==> src/rtl/seg_pkg.sv <==
// seg_pkg: seven-segment glyph constants, cathode bit order and nibble-to-glyph lookup.
package seg_pkg;
  typedef logic [6:0] seg_t;
  typedef enum int {SEG_A, SEG_B, SEG_C, SEG_D, SEG_E, SEG_F, SEG_G} seg_bit_e;
  localparam seg_t SEG_BLANK = 7'h7F;
  localparam seg_t SEG_DASH  = ~(seg_t'(1) << SEG_G);
  localparam seg_t SEG_0 = 7'h40;
  localparam seg_t SEG_1 = 7'h79;
  localparam seg_t SEG_2 = 7'h24;
  localparam seg_t SEG_3 = 7'h30;
  localparam seg_t SEG_4 = 7'h19;
  localparam seg_t SEG_5 = 7'h12;
  localparam seg_t SEG_6 = 7'h02;
  localparam seg_t SEG_7 = 7'h78;
  localparam seg_t SEG_8 = 7'h00;
  localparam seg_t SEG_9 = 7'h10;
  localparam seg_t SEG_HEX_A = 7'h08;
  localparam seg_t SEG_HEX_B = 7'h03;
  localparam seg_t SEG_HEX_C = 7'h46;
  localparam seg_t SEG_HEX_D = 7'h21;
  localparam seg_t SEG_HEX_E = 7'h06;
  localparam seg_t SEG_HEX_F = 7'h0E;
  function automatic seg_t glyph_of(logic [3:0] v);
    case (v)
      4'h0: return SEG_0;
      4'h1: return SEG_1;
      4'h2: return SEG_2;
      4'h3: return SEG_3;
      4'h4: return SEG_4;
      4'h5: return SEG_5;
      4'h6: return SEG_6;
      4'h7: return SEG_7;
      4'h8: return SEG_8;
      4'h9: return SEG_9;
      4'hA: return SEG_HEX_A;
      4'hB: return SEG_HEX_B;
      4'hC: return SEG_HEX_C;
      4'hD: return SEG_HEX_D;
      4'hE: return SEG_HEX_E;
      default: return SEG_HEX_F;
    endcase
  endfunction
endpackage

==> src/rtl/seven_seg_scanner_if.sv <==
// seven_seg_if: digit data in and display pins out; slave is the scanner, master is the datapath/pin side.
interface seven_seg_if
  import seg_pkg::*;
#(
  parameter int DIGITS = 4
);
  logic [4*DIGITS-1:0] bcd_in;
  logic [DIGITS-1:0] dp_in;
  logic blank_en;
  logic [3:0] bright;
  logic [DIGITS-1:0] seg_anode;
  seg_t seg_cathode;
  logic seg_dp;
  logic [$clog2(DIGITS)-1:0] digit_idx;
  modport master (
    output bcd_in, dp_in, blank_en, bright,
    input seg_anode, seg_cathode, seg_dp, digit_idx
  );
  modport slave (
    input bcd_in, dp_in, blank_en, bright,
    output seg_anode, seg_cathode, seg_dp, digit_idx
  );
endinterface

==> src/rtl/seg_decoder.sv <==
// seg_decoder: 4-bit to active-low 7-segment glyph; SEG_HEX_EN selects hex glyphs for 10..15, else a dash.
module seg_decoder
  import seg_pkg::*;
(
  input  logic [3:0] val,
  output seg_t       glyph
);
`ifdef SEG_HEX_EN
  assign glyph = glyph_of(val);
`else
  assign glyph = val > 4'd9 ? SEG_DASH : glyph_of(val);
`endif
endmodule

==> src/rtl/seven_seg_scanner.sv <==
// seven_seg_scanner: multiplexed common-anode display driver with frame snapshots, leading-zero blanking
// and 16-level dimming; SEG_HEX_EN (in seg_decoder) enables hex glyphs for 10..15.
module seven_seg_scanner
  import seg_pkg::*;
#(
  parameter int DIGITS      = 4,
  parameter int REFRESH_DIV = 1024
) (
  input logic clk,
  input logic rst,
  seven_seg_if.slave bus
);
  localparam int PW = $clog2(REFRESH_DIV);
  localparam int IW = $clog2(DIGITS);
  if (DIGITS < 2 || DIGITS > 8 || REFRESH_DIV < 16 || (REFRESH_DIV & (REFRESH_DIV - 1)) != 0) begin : g_bad_param
    $error("seven_seg_scanner: unsupported DIGITS/REFRESH_DIV");
  end
  logic [PW-1:0] pre;
  logic [IW-1:0] idx;
  logic [4*DIGITS-1:0] snap_bcd;
  logic [DIGITS-1:0] snap_dp;
  logic [DIGITS:1] zero_run;
  logic [DIGITS-1:0] blank;
  logic wrap, frame_end, on;
  logic [3:0] nib;
  seg_t glyph;
  assign wrap = pre == PW'(REFRESH_DIV - 1);
  assign frame_end = wrap && idx == IW'(DIGITS - 1);
  assign on = pre[PW-1 -: 4] <= bus.bright;
  assign nib = snap_bcd[{idx, 2'b00} +: 4];
  // zero_run[i]: blanking enabled and every snapshot digit from the top down to i is zero
  assign zero_run[DIGITS] = bus.blank_en;
  for (genvar i = 1; i < DIGITS; i++) begin : g_zero
    assign zero_run[i] = zero_run[i+1] && snap_bcd[4*i +: 4] == 4'h0;
  end
  assign blank = {zero_run[DIGITS-1:1], 1'b0};
  seg_decoder u_dec (
    .val   (nib),
    .glyph (glyph)
  );
  always_ff @(posedge clk or posedge rst) begin
    if (rst) begin
      pre      <= '0;
      idx      <= '0;
      snap_bcd <= '0;
      snap_dp  <= '0;
    end else begin
      pre <= wrap ? '0 : pre + PW'(1);
      if (wrap) idx <= idx == IW'(DIGITS - 1) ? '0 : idx + IW'(1);
      if (frame_end) begin
        snap_bcd <= bus.bcd_in;
        snap_dp  <= bus.dp_in;
      end
    end
  end
  always_ff @(posedge clk or posedge rst) begin
    if (rst) begin
      bus.seg_anode   <= '1;
      bus.seg_cathode <= SEG_BLANK;
      bus.seg_dp      <= 1'b1;
      bus.digit_idx   <= '0;
    end else begin
      bus.seg_anode   <= on ? ~(DIGITS'(1) << idx) : '1;
      bus.seg_cathode <= blank[idx] ? SEG_BLANK : glyph;
      bus.seg_dp      <= ~snap_dp[idx];
      bus.digit_idx   <= idx;
    end
  end
endmodule

==> src/flat_wrapper.sv <==
// flat-port wrapper written by rule: the top's interface ports become plain ports
module seven_seg_scanner_flat import seg_pkg::*;
#(
  parameter int DIGITS      = 4,
  parameter int REFRESH_DIV = 1024
)
  (clk, rst, bus_bcd_in, bus_dp_in, bus_blank_en, bus_bright, bus_seg_anode, bus_seg_cathode, bus_seg_dp, bus_digit_idx);
  seven_seg_if #(.DIGITS(DIGITS)) bus_i ();
  input logic clk;
  input logic rst;
  input wire logic [$bits(bus_i.bcd_in)-1:0] bus_bcd_in;
  input wire logic [$bits(bus_i.dp_in)-1:0] bus_dp_in;
  input wire logic [$bits(bus_i.blank_en)-1:0] bus_blank_en;
  input wire logic [$bits(bus_i.bright)-1:0] bus_bright;
  output wire logic [$bits(bus_i.seg_anode)-1:0] bus_seg_anode;
  output wire logic [$bits(bus_i.seg_cathode)-1:0] bus_seg_cathode;
  output wire logic [$bits(bus_i.seg_dp)-1:0] bus_seg_dp;
  output wire logic [$bits(bus_i.digit_idx)-1:0] bus_digit_idx;
  assign bus_i.bcd_in = bus_bcd_in;
  assign bus_i.dp_in = bus_dp_in;
  assign bus_i.blank_en = bus_blank_en;
  assign bus_i.bright = bus_bright;
  assign bus_seg_anode = bus_i.seg_anode;
  assign bus_seg_cathode = bus_i.seg_cathode;
  assign bus_seg_dp = bus_i.seg_dp;
  assign bus_digit_idx = bus_i.digit_idx;
  seven_seg_scanner #(.DIGITS(DIGITS), .REFRESH_DIV(REFRESH_DIV)) u_core (.clk(clk), .rst(rst), .bus(bus_i));
endmodule
==> config.mk <==
export PLATFORM = sky130hd
export DESIGN_NAME = seven_seg_scanner_flat
export DESIGN_NICKNAME = d
export VERILOG_FILES = /design/src/rtl/seg_pkg.sv /design/src/rtl/seven_seg_scanner_if.sv /design/src/rtl/seg_decoder.sv /design/src/rtl/seven_seg_scanner.sv /design/src/flat_wrapper.sv
export SDC_FILE = /design/constraint.sdc
export NUM_CORES = 1
export LEC_CHECK = 0
export ABC_AREA = 1
export CELL_PAD_IN_SITES_DETAIL_PLACEMENT = 2
export CELL_PAD_IN_SITES_GLOBAL_PLACEMENT = 2
export CORE_MARGIN = 4
export CORE_UTILIZATION = 38
export CTS_CLUSTER_SIZE = 28
export DETAILED_ROUTE_END_ITERATION = 6
export DONT_BUFFER_PORTS = 1
export GPL_TIMING_DRIVEN = 0
export PLACE_DENSITY_LB_ADDON = 0.12
export SLEW_MARGIN = 10
export SYNTH_ARGS = -nofsm -noshare
export SYNTH_HDL_FRONTEND = slang
export SYNTH_HIERARCHICAL = 1
export SYNTH_SLANG_ARGS = --single-unit
==> constraint.sdc <==
create_clock -name clk -period 3.1 [get_ports clk]
set_clock_uncertainty 0.1 [all_clocks]
set_input_delay 0.775 -clock clk [delete_from_list [all_inputs] [get_ports clk]]
set_output_delay 0.775 -clock clk [all_outputs]
set_load 0.005 [all_outputs]
==> results of run 1 <==
report_power, final:
part	leakage (nW)	switching, mW	total (mW)	internal, mW
clock network	0.0395	0.189	0.349	0.160
registers	0.482	0.000215	0.601	0.601
logic	0.785	0.0158	0.0209	0.00513
through the flow:
stage / area (um2) / setup slack [ps] / hold slack [ps] / cells / util [%]
3_3_place_gp: 2659 / 397.8 / 354.7 / 370 / 41.17
3_5_place_dp: 2679 / 372.9 / 361.7 / 371 / 41.48
6_report: 2759 / 371.7 / 238.7 / 379 / 42.72
4_1_cts: 2759 / 342.7 / 237.8 / 379 / 42.72
5_1_grt: 2759 / 70.70 / 261.0 / 379 / 42.72
2_1_floorplan: 2562 / 948.7 / 336.6 / 293 / -
state kept, by name, summed over array words and instances, names as in the netlist:
| signal | flops |
|---|---|
| u_core/bus.seg_dp | 1 |
| u_core/bus.digit_idx | 2 |
| u_core/bus.seg_anode | 4 |
| u_core/snap_dp | 4 |
| u_core/bus.seg_cathode | 7 |
| u_core/snap_bcd | 16 |
| u_core/idx | 2 |
| u_core/pre | 10 |
Yosys cell counts:
library cell,count
inv_2,2
nand2_1,88
ha_1,17
nor3_1,1
buf_12,2
o21ai_2,1
nor2_4,2
xor2_1,4
nand3_2,13
o22a_1,1
o22ai_1,3
a21oi_1,6
nand3_1,23
nand2_2,3
o21ai_0,15
inv_4,1
buf_4,1
nor2_2,1
clkbuf_8,1
dfstp_2,12
nand4_1,3
clkbuf_1,2
inv_1,27
nor2_1,21
xnor2_1,2
buf_6,4
nand2_4,1
or2_2,1
nand3_4,1
dfrtp_1,34
layout make-up:
cell class	instances	area share [%]
Buffer	10	4.127
Timing Repair Buffer	1	0.7256
Sequential cell	46	42.27
Inverter	30	4.172
Clock buffer	8	2.902
Multi-Input combinational cell	207	42.31
Tap cell	77	3.492
cell families after synthesis:
group           Yosys count
fa+ha+maj                17
xor+xnor                  6
simple gates            158
buf+inv                  40
compound gates           26
flops                    46
worst max-delay path, stage by stage (launching register included):
cell	delay, ps
dfrtp_1	480
inv_1	170
clkbuf_1	430
nor2_1	80
o22ai_1	480
inv_1	230
ha_1	360
nand2_1	60
nand3_1	80
nand3_1	90
inv_1	40
nand2_1	50
worst max path at each step:
stage | slack, ps | start | cells past startpoint | end
floorplan | 950 | u_core/idx[0] | 11 | u_core/bus.seg_cathode[3]
global placement | 400 | u_core/idx[0] | 11 | u_core/bus.seg_cathode[3]
detailed placement | 370 | u_core/idx[0] | 11 | u_core/bus.seg_cathode[3]
CTS | 340 | u_core/idx[0] | 11 | u_core/bus.seg_cathode[3]
global route | 70 | u_core/idx[0] | 11 | u_core/bus.seg_cathode[3]
finish | 370 | u_core/idx[0] | 11 | u_core/bus.seg_cathode[3]
layout by cell type (no fill, tap or decap), types with 2 or more instances in the layout:
cell,synthesis,final
nand3_1,23,23
nand3_2,13,13
buf_6,4,4
nand2_2,3,3
nand4_1,3,3
inv_2,2,3
xor2_1,4,4
o21ai_0,15,15
xnor2_1,2,2
a21oi_1,6,6
dfrtp_1,34,34
nor2_4,2,2
clkbuf_1,2,5
nor2_1,21,21
clkbuf_8,1,6
buf_12,2,3
ha_1,17,17
dfstp_2,12,12
inv_1,27,26
nand2_1,88,88
o22ai_1,3,3
per-layer routing:
layer / share of wire, % / vias up / global-route usage, %
li1: - / 946 / -
met1: 46 / 952 / 20.85
met2: 50 / 33 / 27.57
met3: 3.1 / 2 / 3.172
met4: 0.47 / 0 / 3.827
met5: 0 / - / 0
==> reports/qor.txt, run 1 <==
Post-synthesis sequential area ratio: 45.51%
Post-route minimum period: 2728 ps
Dominant cells by area after synthesis: dfrtp_1 33%, nand2_1 13%, dfstp_2 12%
Power Dens Cells: 352.1 nW/um2
Proportion of synthesized area in mux cells: 0%
Core Footprint: 6459 um2
CTS sink count: 46
HPWL after detailed placement: 4.754 mm
Initial DRC Count: 37
Die Y: 90.12 um
TNS Setup: 0 ps
Xor/xnor share of the synthesized area: 2.051%
First-pass GRT wire length: 10.63 mm
# fillers: 742
Worst-path maximum fanout: 11
Routability congestion estimate: 0.8177
Pwr Total: 0.9714 mW
Setup-failing EPs final: 0
Sequential cell area: 1166 um2
CTS tree: built
Largest area contributor in the netlist: dfrtp_1
Vias in the first global route: 2155
Complex-gate fraction of the synthesized area: 5.518%
CTS Buf Count: 5
Slew at the pin closest to its max-slew limit: 871.8 ps
Multi-input gate area: 1167 um2
Synthesis-stage register bit count: 46
Hold crit path type: primary input to asynchronous set/reset pin
Clock tree buffer depth: 2
Largest family of logic cells by synthesized area: simple AND/OR/NAND/NOR gates
DIE WIDTH: 90.12 um
Root Buffer Master: clkbuf_8
Syn Inst Count: 293
Ports: 41
Slew headroom: 41.88%
Post-cts sizing count: 0
R2r startpoint: u_core/idx[0]
Overflow after GRT: 0
Nets: 345
Slew Viols, Final: 0
Startpoint Class: register
Static Leak: 1.307 nW
Worst-Skew Late Latency: 300 ps
Antenna viol nets, final: 0
Post-route DRC: 0
Mean area per synthesized cell: 8.746 um2
FF-to-FF End: u_core/bus.seg_cathode[3]
FMAX: 0.3665 GHz
H-tree depth: 2
Post-CTS setup buffer count: 0
All-Layer GR Usage: 16.08%
Clk slew on worst S/H paths: 90 ps
Area growth from synthesis to layout: 7.666%
Post-synth top area share: 33.20%
Critical Path RT: 3220 ps
Wire per inst: 16.30 um
Critical path type: register to register
Netlist cell types: 30
Via count: 1933
Hold Buf Count CTS: 0
Initial antenna violation count: 0
Largest net degree at the start of global routing: 30
Tcrit/Tclk final: 88.01%
Wirelength, routed: 6.177 mm
Yosys warnings: 6
N_diodes: 0
Core Rows: 29
# Max-Cap Violations: 0
Initial Util: 39.67%
Syn Std Cell Area: 2562 um2
Share of synthesized cell area in full adder, half adder and majority cells: 8.301%
Worst EP arrival: 2850 ps
Net Count, Synth: 337
Vias per cell: 5.100
Layout cells sized above 1: 17.55%
Reg2reg setup slack: 370 ps
VDD IR-drop max: 0.2049 mV
RSZ-0062 raised after global routing: no
Final Hold Fails: 0
Crit path capture type: register
Port bufs: 0
Drt first pass iters: 4
Outcome: completed
Synth Area in Simple Gates: 29.69%
Area of the die: 8121 um2
Worst r2r path cells: 11
(Power assumes the default switching activity.)
==> run 2, diff against run 1 <==
clock period = 2.6 ns   (was 3.1 ns; I/O delays follow)
==> run 2 against run 1 <==
Against the previous run: power rose by 19%; non-clock buffer count did not move; fmax rose by 15%; cell count did not move; critical endpoint unchanged; largest cell class unchanged.
==> reports/qor.txt, run 2 (same netlist as run 1, synthesis figures left out) <==
Die Y: 90.12 um
Ports: 41
CTS tree: built
Clk slew on worst S/H paths: 90 ps
N_diodes: 0
Worst-path maximum fanout: 11
Startpoint Class: register
DIE WIDTH: 90.12 um
Core Rows: 29
Slew Viols, Final: 0
H-tree depth: 2
CTS Buf Count: 5
Power Dens Cells: 417.1 nW/um2
First-pass GRT wire length: 10.63 mm
Initial Util: 39.67%
Area growth from synthesis to layout: 8.398%
R2r startpoint: u_core/idx[0]
Hold crit path type: primary input to asynchronous set/reset pin
Final Hold Fails: 0
Slew at the pin closest to its max-slew limit: 518.9 ps
Dpl cells: 371
Root Buffer Master: clkbuf_8
Static Leak: 1.316 nW
Slew headroom: 65.40%
Vias in the first global route: 2157
Area of the die: 8121 um2
Routability congestion estimate: 0.8177
Wirelength, routed: 6.204 mm
Launching element of the worst setup path: u_core/idx[0]
Worst-Skew Late Latency: 300 ps
Tcrit/Tclk final: 91.22%
Critical path type: register to register
Post-route DRC: 0
CP Cell Sequence: inv_1 > clkbuf_2 > nor2_1 > o22ai_2 > inv_1 > ha_1 > nand2_1 > nand3_1 > nand3_1 > inv_1 > nand2_1
Clock tree buffer depth: 2
Post-route minimum period: 2372 ps
Crit path largest cell delay: 490 ps
Overflow after GRT: 0
Worst hold slack: 112.9 ps
Via count: 1932
Antenna viol nets, final: 0
Core Util, Final: 43.01%
Layout cells sized above 1: 19.21%
Max reg flops: 16
Core Footprint: 6459 um2
Initial DRC Count: 31
HPWL after detailed placement: 4.754 mm
Finished layout cell area: 2778 um2
CTS sink count: 46
Outcome: completed
Area after DPL: 2679 um2
Most frequent cells in the layout: 88 x nand2_1, 34 x dfrtp_1, 26 x inv_1
Fin cells: 379
Most common cell after layout, fill and taps aside: nand2_1
VDD IR-drop max: 0.2442 mV
# Max-Cap Violations: 0
Nets: 345
# fillers: 742
Largest net degree at the start of global routing: 30
Crit path capture type: register
Critical Path RT: 2720 ps
Biggest regs: u_core/snap_bcd x16, u_core/pre x10, u_core/bus.seg_cathode x7
Initial antenna violation count: 0
Critical path's slowest cell: dfrtp_1
Biggest register: u_core/snap_bcd
Setup-failing EPs final: 0
Vias per cell: 5.098
Wire per inst: 16.37 um
All-Layer GR Usage: 16.08%
WP buf/inv: 4
Cell mode on critical path: inv_1
Worst EP arrival: 2490 ps
Port bufs: 0
FMAX: 0.4216 GHz
Hold Buf Count CTS: 0
Drt first pass iters: 3
Top delay family on crit path: buffers and inverters
## run 2: final timing paths
path / slack (ps) / to / cells past startpoint
max in group asynchronous: 1720 / u_core/bus.seg_anode[0] / 2
max: 230 / u_core/bus.seg_cathode[3] / 11
min reg2reg: 380 / u_core/snap_dp[2] / 2
min in group clk: 370 / u_core/snap_dp[0] / 2
min: 110 / u_core/snap_bcd[15] / 1
max reg2reg: 230 / u_core/bus.seg_cathode[3] / 11
## run 2: through the flow
stage	TNS, ps	power [mW]	worst slack, ps
final	0	1.159	228.2
after global routing	-5.660	1.218	-5.660
after CTS	0	1.180	42.06
after detailed placement	-625.6	0.7565	-127.1
after floorplan	0	0.7458	448.7
after global placement	-479.3	0.7517	-102.2
## run 2: where the power goes
group          switching (mW)  internal (mW)
Sequential           0.000256          0.717
Combinational          0.0188        0.00611
Clock                   0.226          0.191
Total                   0.245          0.914
## run 2: worst reg2reg max path: stages, from the launching register on
cell	delay, ps
dfrtp_1	490
inv_1	170
clkbuf_2	270
nor2_1	80
o22ai_2	330
inv_1	190
ha_1	340
nand2_1	60
nand3_1	80
nand3_1	90
inv_1	40
nand2_1	50
## run 2: timing repair
action,CTS,global route
setup endpoints to repair,6,7
gates resized for setup,2,4
hold endpoints to repair,0,0
setup buffers,0,0
## run 2: final cells by class
cell class	count	area, um2	area share [%]
flip-flops and latches	46	1166	41.98
well taps	77	96.34	3.468
inverters	30	115.1	4.144
repair buffers	1	20.02	0.7207
clock buffers	8	80.08	2.883
plain buffers	10	116.4	4.189
multi-input cells	207	1184	42.61
## run 2: layer usage
| metal | GRT usage (%) | vias to the layer above | part of all wire (%) |
|---|---|---|---|
| met5 | 0 | - | 0 |
| li1 | - | 947 | - |
| met3 | 3.172 | 2 | 3.1 |
| met4 | 3.827 | 0 | 0.47 |
| met2 | 27.57 | 33 | 50 |
| met1 | 20.85 | 950 | 47 |
